$ cat src/rtl/fetch_pkg.sv
// ---------------------------------------------------------------------------
// fetch_pkg
// Shared definitions for the instruction fetch stage.
//   INSTR_WIDTH   width of one instruction word
//   PC_STEP       byte increment between sequential fetches
//   fetch_state_e fetch FSM encoding (FETCH / WAIT / DISCARD)
//   NOP_INSTR     canonical NOP (addi x0,x0,0), handy for benches
// ---------------------------------------------------------------------------
package fetch_pkg;

    localparam int INSTR_WIDTH = 32;
    localparam int PC_STEP     = 4;

    localparam logic [INSTR_WIDTH-1:0] NOP_INSTR = 32'h0000_0013;

    // FETCH   : nothing outstanding, may issue a request
    // WAIT    : one request outstanding, its response will be queued
    // DISCARD : one request outstanding, its response is stale and dropped
    typedef enum logic [1:0] {
        FETCH   = 2'd0,
        WAIT    = 2'd1,
        DISCARD = 2'd2
    } fetch_state_e;

endpackage

$ cat src/rtl/fetch_queue.sv
// ---------------------------------------------------------------------------
// fetch_queue
// Small synchronous FIFO holding fetched {instruction, pc} records.
// Ports:
//   clock      rising-edge clock
//   resetN     synchronous active-low reset (empties the queue)
//   flush      empties the queue; has priority over push
//   push       write pushData at the tail
//   pushData   record to write
//   pop        remove the head (ignored when empty)
//   headData   current head record, driven combinationally from storage
//   count      number of valid entries
// ---------------------------------------------------------------------------
module fetch_queue #(
    parameter int DEPTH = 2,
    parameter int WIDTH = 64,
    parameter int CNT_W = $clog2(DEPTH + 1)
) (
    input  logic             clock,
    input  logic             resetN,
    input  logic             flush,
    input  logic             push,
    input  logic [WIDTH-1:0] pushData,
    input  logic             pop,
    output logic [WIDTH-1:0] headData,
    output logic [CNT_W-1:0] count
);

    localparam int PTR_W = (DEPTH > 1) ? $clog2(DEPTH) : 1;

    logic [WIDTH-1:0] mem_q [DEPTH];
    logic [PTR_W-1:0] rdPtr_q, rdPtr_d;
    logic [PTR_W-1:0] wrPtr_q, wrPtr_d;
    logic [CNT_W-1:0] count_q, count_d;
    logic             doPush;
    logic             doPop;

    // Pointers wrap explicitly so non-power-of-two pointer ranges stay safe.
    function automatic logic [PTR_W-1:0] nextPtr(input logic [PTR_W-1:0] ptr);
        if (ptr == PTR_W'(DEPTH - 1)) begin
            return '0;
        end
        return ptr + 1'b1;
    endfunction

    assign doPush = push && !flush;
    assign doPop  = pop && !flush && (count_q != '0);

    always_comb begin
        rdPtr_d = rdPtr_q;
        wrPtr_d = wrPtr_q;
        count_d = count_q;
        if (flush) begin
            rdPtr_d = '0;
            wrPtr_d = '0;
            count_d = '0;
        end else begin
            if (doPush) begin
                wrPtr_d = nextPtr(wrPtr_q);
            end
            if (doPop) begin
                rdPtr_d = nextPtr(rdPtr_q);
            end
            if (doPush && !doPop) begin
                count_d = count_q + 1'b1;
            end else if (doPop && !doPush) begin
                count_d = count_q - 1'b1;
            end
        end
    end

    always_ff @(posedge clock) begin
        if (!resetN) begin
            rdPtr_q <= '0;
            wrPtr_q <= '0;
            count_q <= '0;
        end else begin
            rdPtr_q <= rdPtr_d;
            wrPtr_q <= wrPtr_d;
            count_q <= count_d;
        end
    end

    // Storage needs no reset; validity is tracked by count_q alone.
    always_ff @(posedge clock) begin
        if (doPush) begin
            mem_q[wrPtr_q] <= pushData;
        end
    end

    assign headData = mem_q[rdPtr_q];
    assign count    = count_q;

endmodule

$ cat src/rtl/instruction_fetch_unit.sv
// ---------------------------------------------------------------------------
// instruction_fetch_unit
// Fetch stage: owns the PC, issues one instruction-memory request at a time,
// queues returned words and hands {instruction, pc} to decode.
// Optional build macro: FETCH_PERF_COUNTERS_EN adds fetchedCount and
// starvedCycles performance counter outputs.
// Ports:
//   clock, resetN                 clock and synchronous active-low reset
//   imemReqValid/Ready/Addr       request channel to instruction memory
//   imemRespValid/Data            response channel (one per accepted request)
//   instrValid/Ready              handshake to decode
//   instruction, instrPc          queue head record
//   redirectValid, redirectPc     branch/jump redirect from execute
//   fetchedCount, starvedCycles   perf counters (FETCH_PERF_COUNTERS_EN only)
// ---------------------------------------------------------------------------
module instruction_fetch_unit
    import fetch_pkg::*;
#(
    parameter int                    ADDR_WIDTH  = 32,
    parameter logic [ADDR_WIDTH-1:0] RESET_PC    = '0,
    parameter int                    QUEUE_DEPTH = 2
) (
    input  logic                   clock,
    input  logic                   resetN,
    output logic                   imemReqValid,
    input  logic                   imemReqReady,
    output logic [ADDR_WIDTH-1:0]  imemReqAddr,
    input  logic                   imemRespValid,
    input  logic [INSTR_WIDTH-1:0] imemRespData,
    output logic                   instrValid,
    input  logic                   instrReady,
    output logic [INSTR_WIDTH-1:0] instruction,
    output logic [ADDR_WIDTH-1:0]  instrPc,
    input  logic                   redirectValid,
    input  logic [ADDR_WIDTH-1:0]  redirectPc
`ifdef FETCH_PERF_COUNTERS_EN
    ,
    output logic [31:0]            fetchedCount,
    output logic [31:0]            starvedCycles
`endif
);

    localparam int CNT_W = $clog2(QUEUE_DEPTH + 1);
    localparam int REC_W = INSTR_WIDTH + ADDR_WIDTH;

    fetch_state_e          state_q, state_d;
    logic [ADDR_WIDTH-1:0] pc_q, pc_d;
    logic [ADDR_WIDTH-1:0] reqPc_q, reqPc_d;
    logic                  reqValid;
    logic                  queuePush;
    logic                  queuePop;
    logic [REC_W-1:0]      headData;
    logic [CNT_W-1:0]      queueCount;
    logic                  unusedRedirectBits;

    // Low address bits of a redirect target are forced to zero, never used.
    assign unusedRedirectBits = ^redirectPc[1:0];

    // Next-state logic. A request is only issued with no request outstanding
    // and queue space free, so a push can never overflow the queue.
    // Redirect overrides the PC and turns an outstanding response stale.
    always_comb begin
        state_d   = state_q;
        pc_d      = pc_q;
        reqPc_d   = reqPc_q;
        reqValid  = 1'b0;
        queuePush = 1'b0;
        case (state_q)
            FETCH: begin
                reqValid = resetN && (queueCount < CNT_W'(QUEUE_DEPTH)) && !redirectValid;
                if (reqValid && imemReqReady) begin
                    reqPc_d = pc_q;
                    pc_d    = pc_q + ADDR_WIDTH'(PC_STEP);
                    state_d = WAIT;
                end
            end
            WAIT: begin
                if (imemRespValid) begin
                    queuePush = !redirectValid;
                    state_d   = FETCH;
                end else if (redirectValid) begin
                    state_d = DISCARD;
                end
            end
            DISCARD: begin
                if (imemRespValid) begin
                    state_d = FETCH;
                end
            end
            default: begin
                state_d = FETCH;
            end
        endcase
        if (redirectValid) begin
            pc_d = {redirectPc[ADDR_WIDTH-1:2], 2'b00};
        end
    end

    // Reset beats a redirect arriving on the same edge.
    always_ff @(posedge clock) begin
        if (!resetN) begin
            state_q <= FETCH;
            pc_q    <= RESET_PC;
            reqPc_q <= RESET_PC;
        end else begin
            state_q <= state_d;
            pc_q    <= pc_d;
            reqPc_q <= reqPc_d;
        end
    end

    assign queuePop = instrValid && instrReady && !redirectValid;

    fetch_queue #(
        .DEPTH (QUEUE_DEPTH),
        .WIDTH (REC_W),
        .CNT_W (CNT_W)
    ) uQueue (
        .clock    (clock),
        .resetN   (resetN),
        .flush    (redirectValid),
        .push     (queuePush),
        .pushData ({imemRespData, reqPc_q}),
        .pop      (queuePop),
        .headData (headData),
        .count    (queueCount)
    );

    // Outputs toward memory and decode are held quiet while reset is asserted.
    assign imemReqValid = reqValid;
    assign imemReqAddr  = pc_q;
    assign instrValid   = resetN && (queueCount != '0);
    assign instruction  = resetN ? headData[REC_W-1:ADDR_WIDTH] : '0;
    assign instrPc      = resetN ? headData[ADDR_WIDTH-1:0] : '0;

`ifdef FETCH_PERF_COUNTERS_EN
    logic [31:0] fetchedCount_q;
    logic [31:0] starvedCycles_q;

    // Free-running counters; redirects deliberately do not clear them.
    always_ff @(posedge clock) begin
        if (!resetN) begin
            fetchedCount_q  <= '0;
            starvedCycles_q <= '0;
        end else begin
            if (queuePush) begin
                fetchedCount_q <= fetchedCount_q + 32'd1;
            end
            if (!instrValid) begin
                starvedCycles_q <= starvedCycles_q + 32'd1;
            end
        end
    end

    assign fetchedCount  = fetchedCount_q;
    assign starvedCycles = starvedCycles_q;
`endif

endmodule

$ cat config.mk
export PLATFORM = sky130hd
export DESIGN_NAME = instruction_fetch_unit
export DESIGN_NICKNAME = d
export VERILOG_FILES = /design/src/rtl/fetch_pkg.sv /design/src/rtl/fetch_queue.sv /design/src/rtl/instruction_fetch_unit.sv
export SDC_FILE = /design/constraint.sdc
export NUM_CORES = 1
export LEC_CHECK = 0
export ABC_AREA = 1
export CORE_AREA = 8 8 157 130
export CTS_CLUSTER_SIZE = 28
export DETAILED_ROUTE_END_ITERATION = 7
export DIE_AREA = 0 0 165 138
export PLACE_DENSITY = 0.77
export SLEW_MARGIN = 10
export SYNTH_ARGS = -nofsm -noshare
export SYNTH_HDL_FRONTEND = slang
export SYNTH_SLANG_ARGS = --single-unit
$ cat constraint.sdc
create_clock -name clock -period 4.42 [get_ports clock]
set_input_delay 0.884 -clock clock [delete_from_list [all_inputs] [get_ports clock]]
set_output_delay 0.884 -clock clock [all_outputs]
set_load 0.005 [all_outputs]
==> summary.json <==
{
  "wire_length_of_the_first_global_routing_pass_microns": 32300,
  "slew-limit-headroom_pct": 37.5,
  "r2r_start": "state_q[1]$_SDFFE_PN0P_",
  "rr_worst_depth": 5,
  "fin_crit_sh_pct": 77.1,
  "netlist_instances": 843,
  "cts_tree": "yes",
  "ios": 168,
  "yosysWarningCount": 0,
  "crit_path_cell_trace": "buf_2 -> buf_4 -> o21ai_0 -> nor2_1 -> clkdlybuf4s50_1",
  "worst_setup_path_end_kind": "output pin",
  "synth_largest_type_area_fraction_pct": 46.3,
  "route.final.wire_length_microns": 20600,
  "final_net_count": 1063,
  "worst_clock_skew_ns": 0.0111,
  "grt_setup_unrepaired": "no",
  "std_cell_rows": 44,
  "slew_violations": 0,
  "async_set_or_reset_flop_fraction_in_the_synthesized_netlist_pct": 0,
  "critical_path_peak_fanout": 26,
  "timing.hold.worst.class": "flop to flop",
  "num_vias": 6319,
  "critical_path_arrival_ns": 2.52,
  "max_slew.worst_pin.slew_ns": 0.937,
  "number_of_different_library_cells_in_the_post_synthesis_netlist": 37,
  "post_route_setup_tns_ns": 0,
  "grt_pass1_vias": 5857,
  "cp_slowest_stage_delay_ns": 0.54,
  "ys_seq_area_share_pct": 63.0,
  "antenna_left": 0,
  "antenna-diode-count": 0,
  "drive_above_1_share_pct": 6.27,
  "cts-root-to-sink-buffers": 2,
  "portBuffers": 161,
  "clk_latency_ns": 0.43,
  "setup.worst_path.start_class": "input port",
  "timing.final.hold_violations": 0,
  "yosys_reg_bits": 191,
  "initial_utilization_pct": 45.2,
  "post_drt_via_cell_ratio": 5.12,
  "final-seq-area_sq_um": 5070,
  "clkSinkCount": 191,
  "power.ir.vdd_worst_uv": 255,
  "cap_violations": 0,
  "power_density_nw_per_um2": 360,
  "timing.reg2reg.setup_slack_ns": 1.97,
  "setup_viol_count_final": 0,
  "grt_antenna_before_repair": 0,
  "area_growth_syn_to_layout_pct": 29.9,
  "design.core.area_sq_um": 17800,
  "worst_hold_startpoint": "reqPc_q[9]$_SDFFE_PN0P_",
  "whs_endpoint": "uQueue.mem_q[1][9]$_DFFE_PP_",
  "run_status": "completed",
  "place.gp.congestion": 0.905,
  "multiInputGateArea_sq_um": 2610,
  "avgSynthCellArea_sq_um": 9.54,
  "finalCoreUtilization_pct": 58.8,
  "syn-cell-area_sq_um": 8040,
  "detailedRoute.firstPassIterationCount": 5,
  "finalWorstPathRequiredPeriod_ns": 3.41,
  "avgRoutedWirePerCell_microns": 16.7,
  "route.detailed.drc": 0,
  "gr-usage-all-layers_pct": 17.9,
  "die_h_microns": 138,
  "reg2reg_to": "reqPc_q[18]$_SDFFE_PN0P_",
  "maxClockFrequency_ghz": 0.293,
  "cts.repair.resized": 0,
  "synth_top_cell_by_area": "sky130_fd_sc_hd__edfxtp_1",
  "pin_count_of_the_biggest_net_entering_global_routing": 74,
  "drtIter0Drc": 525,
  "die_x_microns": 165,
  "slowest_stage": "sky130_fd_sc_hd__clkdlybuf4s50_1",
  "clock_tree_root": "sky130_fd_sc_hd__clkbuf_16",
  "cts_max_level": 4,
  "crit_type": "input port to output pin",
  "critPathRequiredTime_ns": 3.54,
  "fp.dieArea_sq_um": 22800,
  "fillerInstances": 1493,
  "cts_setup_buffers": 0,
  "final_cell_area_sq_um": 10400,
  "postCtsHoldBufs": 0,
  "cts_inserted_buffers": 17,
  "edff_count_synth": 124,
  "synth_top_cells_by_area": "sky130_fd_sc_hd__edfxtp_1, sky130_fd_sc_hd__dfxtp_1, sky130_fd_sc_hd__nor2_1, sky130_fd_sc_hd__nand2_1, sky130_fd_sc_hd__o21ai_0",
  "worst_setup_hold_path_clk_slew_ns": 0.07,
  "detailed_place_hpwl_microns": 13800,
  "placed_cell_area_sq_um": 9850,
  "postSynth.topFlopCell": "sky130_fd_sc_hd__edfxtp_1",
  "grt_remaining_overflow": 0,
  "hold-path-cell-count": 0,
  "leakage_power_of_the_design_nw": 3.84,
  "hold_ws_ns": 0.457
}
[report_power, final]
part | total (W) | switching [W] | internal [W]
Sequential | 0.00196 | 0.0000388 | 0.00192
Clock | 0.00154 | 0.000725 | 0.000811
Combinational | 0.000261 | 0.000120 | 0.000141
Total | 0.00376 | 0.000884 | 0.00288
[per-stage QoR]
| step | worst slack [ns] | power [W] | cells |
|---|---|---|---|
| 3_5_place_dp | 0.861 | 0.00226 | 1202 |
| 2_1_floorplan | 0.187 | 0.00210 | 846 |
| 3_3_place_gp | 0.926 | 0.00226 | 1202 |
| 6_report | 1.01 | 0.00376 | 1234 |
| 5_1_grt | 0.868 | 0.00388 | 1234 |
| 4_1_cts | 0.987 | 0.00378 | 1234 |
[worst max path at each step]
| stage | from | cells after the start | slack, ns | to |
|---|---|---|---|---|
| after floorplan | redirectValid | 3 | 0.19 | uQueue.mem_q[1][10]$_DFFE_PP_ |
| after global placement | redirectValid | 10 | 0.93 | imemReqAddr[12]$_SDFFE_PN0P_ |
| after detailed placement | redirectValid | 8 | 0.86 | reqPc_q[2]$_SDFFE_PN0P_ |
| after CTS | flop | 5 | 0.99 | instruction[11] |
| after global routing | resetN | 5 | 0.87 | instrPc[12] |
| final | resetN | 5 | 1.01 | instrPc[12] |
[final cells by class]
cell class,count,area share (%)
well taps,230,2.75
repair buffers,170,16.4
flip-flops and latches,191,48.5
clock inverters,14,1.64
inverters,45,1.63
clock buffers,18,4.11
multi-input cells,566,25.0
[cell usage after synthesis (2+ instances only)]
| cell type | number |
|---|---|
| sky130_fd_sc_hd__dfxtp_1 | 67 |
| sky130_fd_sc_hd__inv_1 | 40 |
| sky130_fd_sc_hd__a31oi_1 | 5 |
| sky130_fd_sc_hd__nand3b_1 | 2 |
| sky130_fd_sc_hd__a21boi_0 | 5 |
| sky130_fd_sc_hd__o21ai_0 | 73 |
| sky130_fd_sc_hd__buf_4 | 10 |
| sky130_fd_sc_hd__o21bai_1 | 7 |
| sky130_fd_sc_hd__buf_2 | 4 |
| sky130_fd_sc_hd__o21ai_1 | 12 |
| sky130_fd_sc_hd__o211ai_1 | 2 |
| sky130_fd_sc_hd__clkbuf_1 | 27 |
| sky130_fd_sc_hd__a21oi_1 | 54 |
| sky130_fd_sc_hd__xor2_1 | 5 |
| sky130_fd_sc_hd__buf_6 | 2 |
| sky130_fd_sc_hd__nand2_1 | 145 |
| sky130_fd_sc_hd__nor2_2 | 7 |
| sky130_fd_sc_hd__nor3_1 | 2 |
| sky130_fd_sc_hd__nand4_1 | 2 |
| sky130_fd_sc_hd__a21boi_1 | 8 |
| sky130_fd_sc_hd__or2_2 | 2 |
| sky130_fd_sc_hd__ha_1 | 2 |
| sky130_fd_sc_hd__nand3_1 | 45 |
| sky130_fd_sc_hd__inv_2 | 4 |
| sky130_fd_sc_hd__a22oi_1 | 5 |
| sky130_fd_sc_hd__nor2_1 | 172 |
| sky130_fd_sc_hd__edfxtp_1 | 124 |
[registers in the layout, indices dropped and copies added, names as in the netlist, named ones only]
| register | cells |
|---|---|
| imemReqAddr | 30 |
| reqPc_q | 30 |
| state_q | 2 |
| uQueue.count | 2 |
| uQueue.mem_q | 124 |
| uQueue.rdPtr_q | 1 |
| uQueue.wrPtr_q | 1 |
[per-layer routing]
layer	wire length [microns]	track usage, %	up-vias
met5	0	0	-
met4	276	4.97	0
met3	1440	4.72	20
met2	9530	27.0	212
met1	9330	24.9	2942
li1	-	-	3145
[cells by family (layout without fill, tap and decap cells)]
group / Yosys count / count (layout) / share of synthesized area (%)
xor+xnor: 5 / 5 / 0.544
flops: 191 / 191 / 63.0
fa+ha+maj: 2 / 2 / 0.311
simple gates: 382 / 382 / 19.3
compound gates: 173 / 173 / 11.9
other cells: 1 / 4 / 0.0466
buf+inv: 89 / 247 / 4.88
[cells in the final DEF, fill, tap and decap left out, types with 8 or more instances in the layout]
| cell type | Yosys | routed |
|---|---|---|
| sky130_fd_sc_hd__nand3_1 | 45 | 45 |
| sky130_fd_sc_hd__dfxtp_1 | 67 | 66 |
| sky130_fd_sc_hd__a21oi_1 | 54 | 54 |
| sky130_fd_sc_hd__nor2_1 | 172 | 170 |
| sky130_fd_sc_hd__inv_1 | 40 | 40 |
| sky130_fd_sc_hd__o21ai_0 | 73 | 73 |
| sky130_fd_sc_hd__a21boi_1 | 8 | 8 |
| sky130_fd_sc_hd__clkbuf_16 | 0 | 17 |
| sky130_fd_sc_hd__nand2_1 | 145 | 145 |
| sky130_fd_sc_hd__o21ai_1 | 12 | 12 |
| sky130_fd_sc_hd__clkdlybuf4s50_1 | 0 | 160 |
| sky130_fd_sc_hd__edfxtp_1 | 124 | 124 |
[critical path: cells and delay by family]
family          cells  cell delay (ns)
simple gates        1             0.20
buf+inv             3             1.30
compound gates      1             0.12
Note: power is estimated with default switching activity, not from simulation.
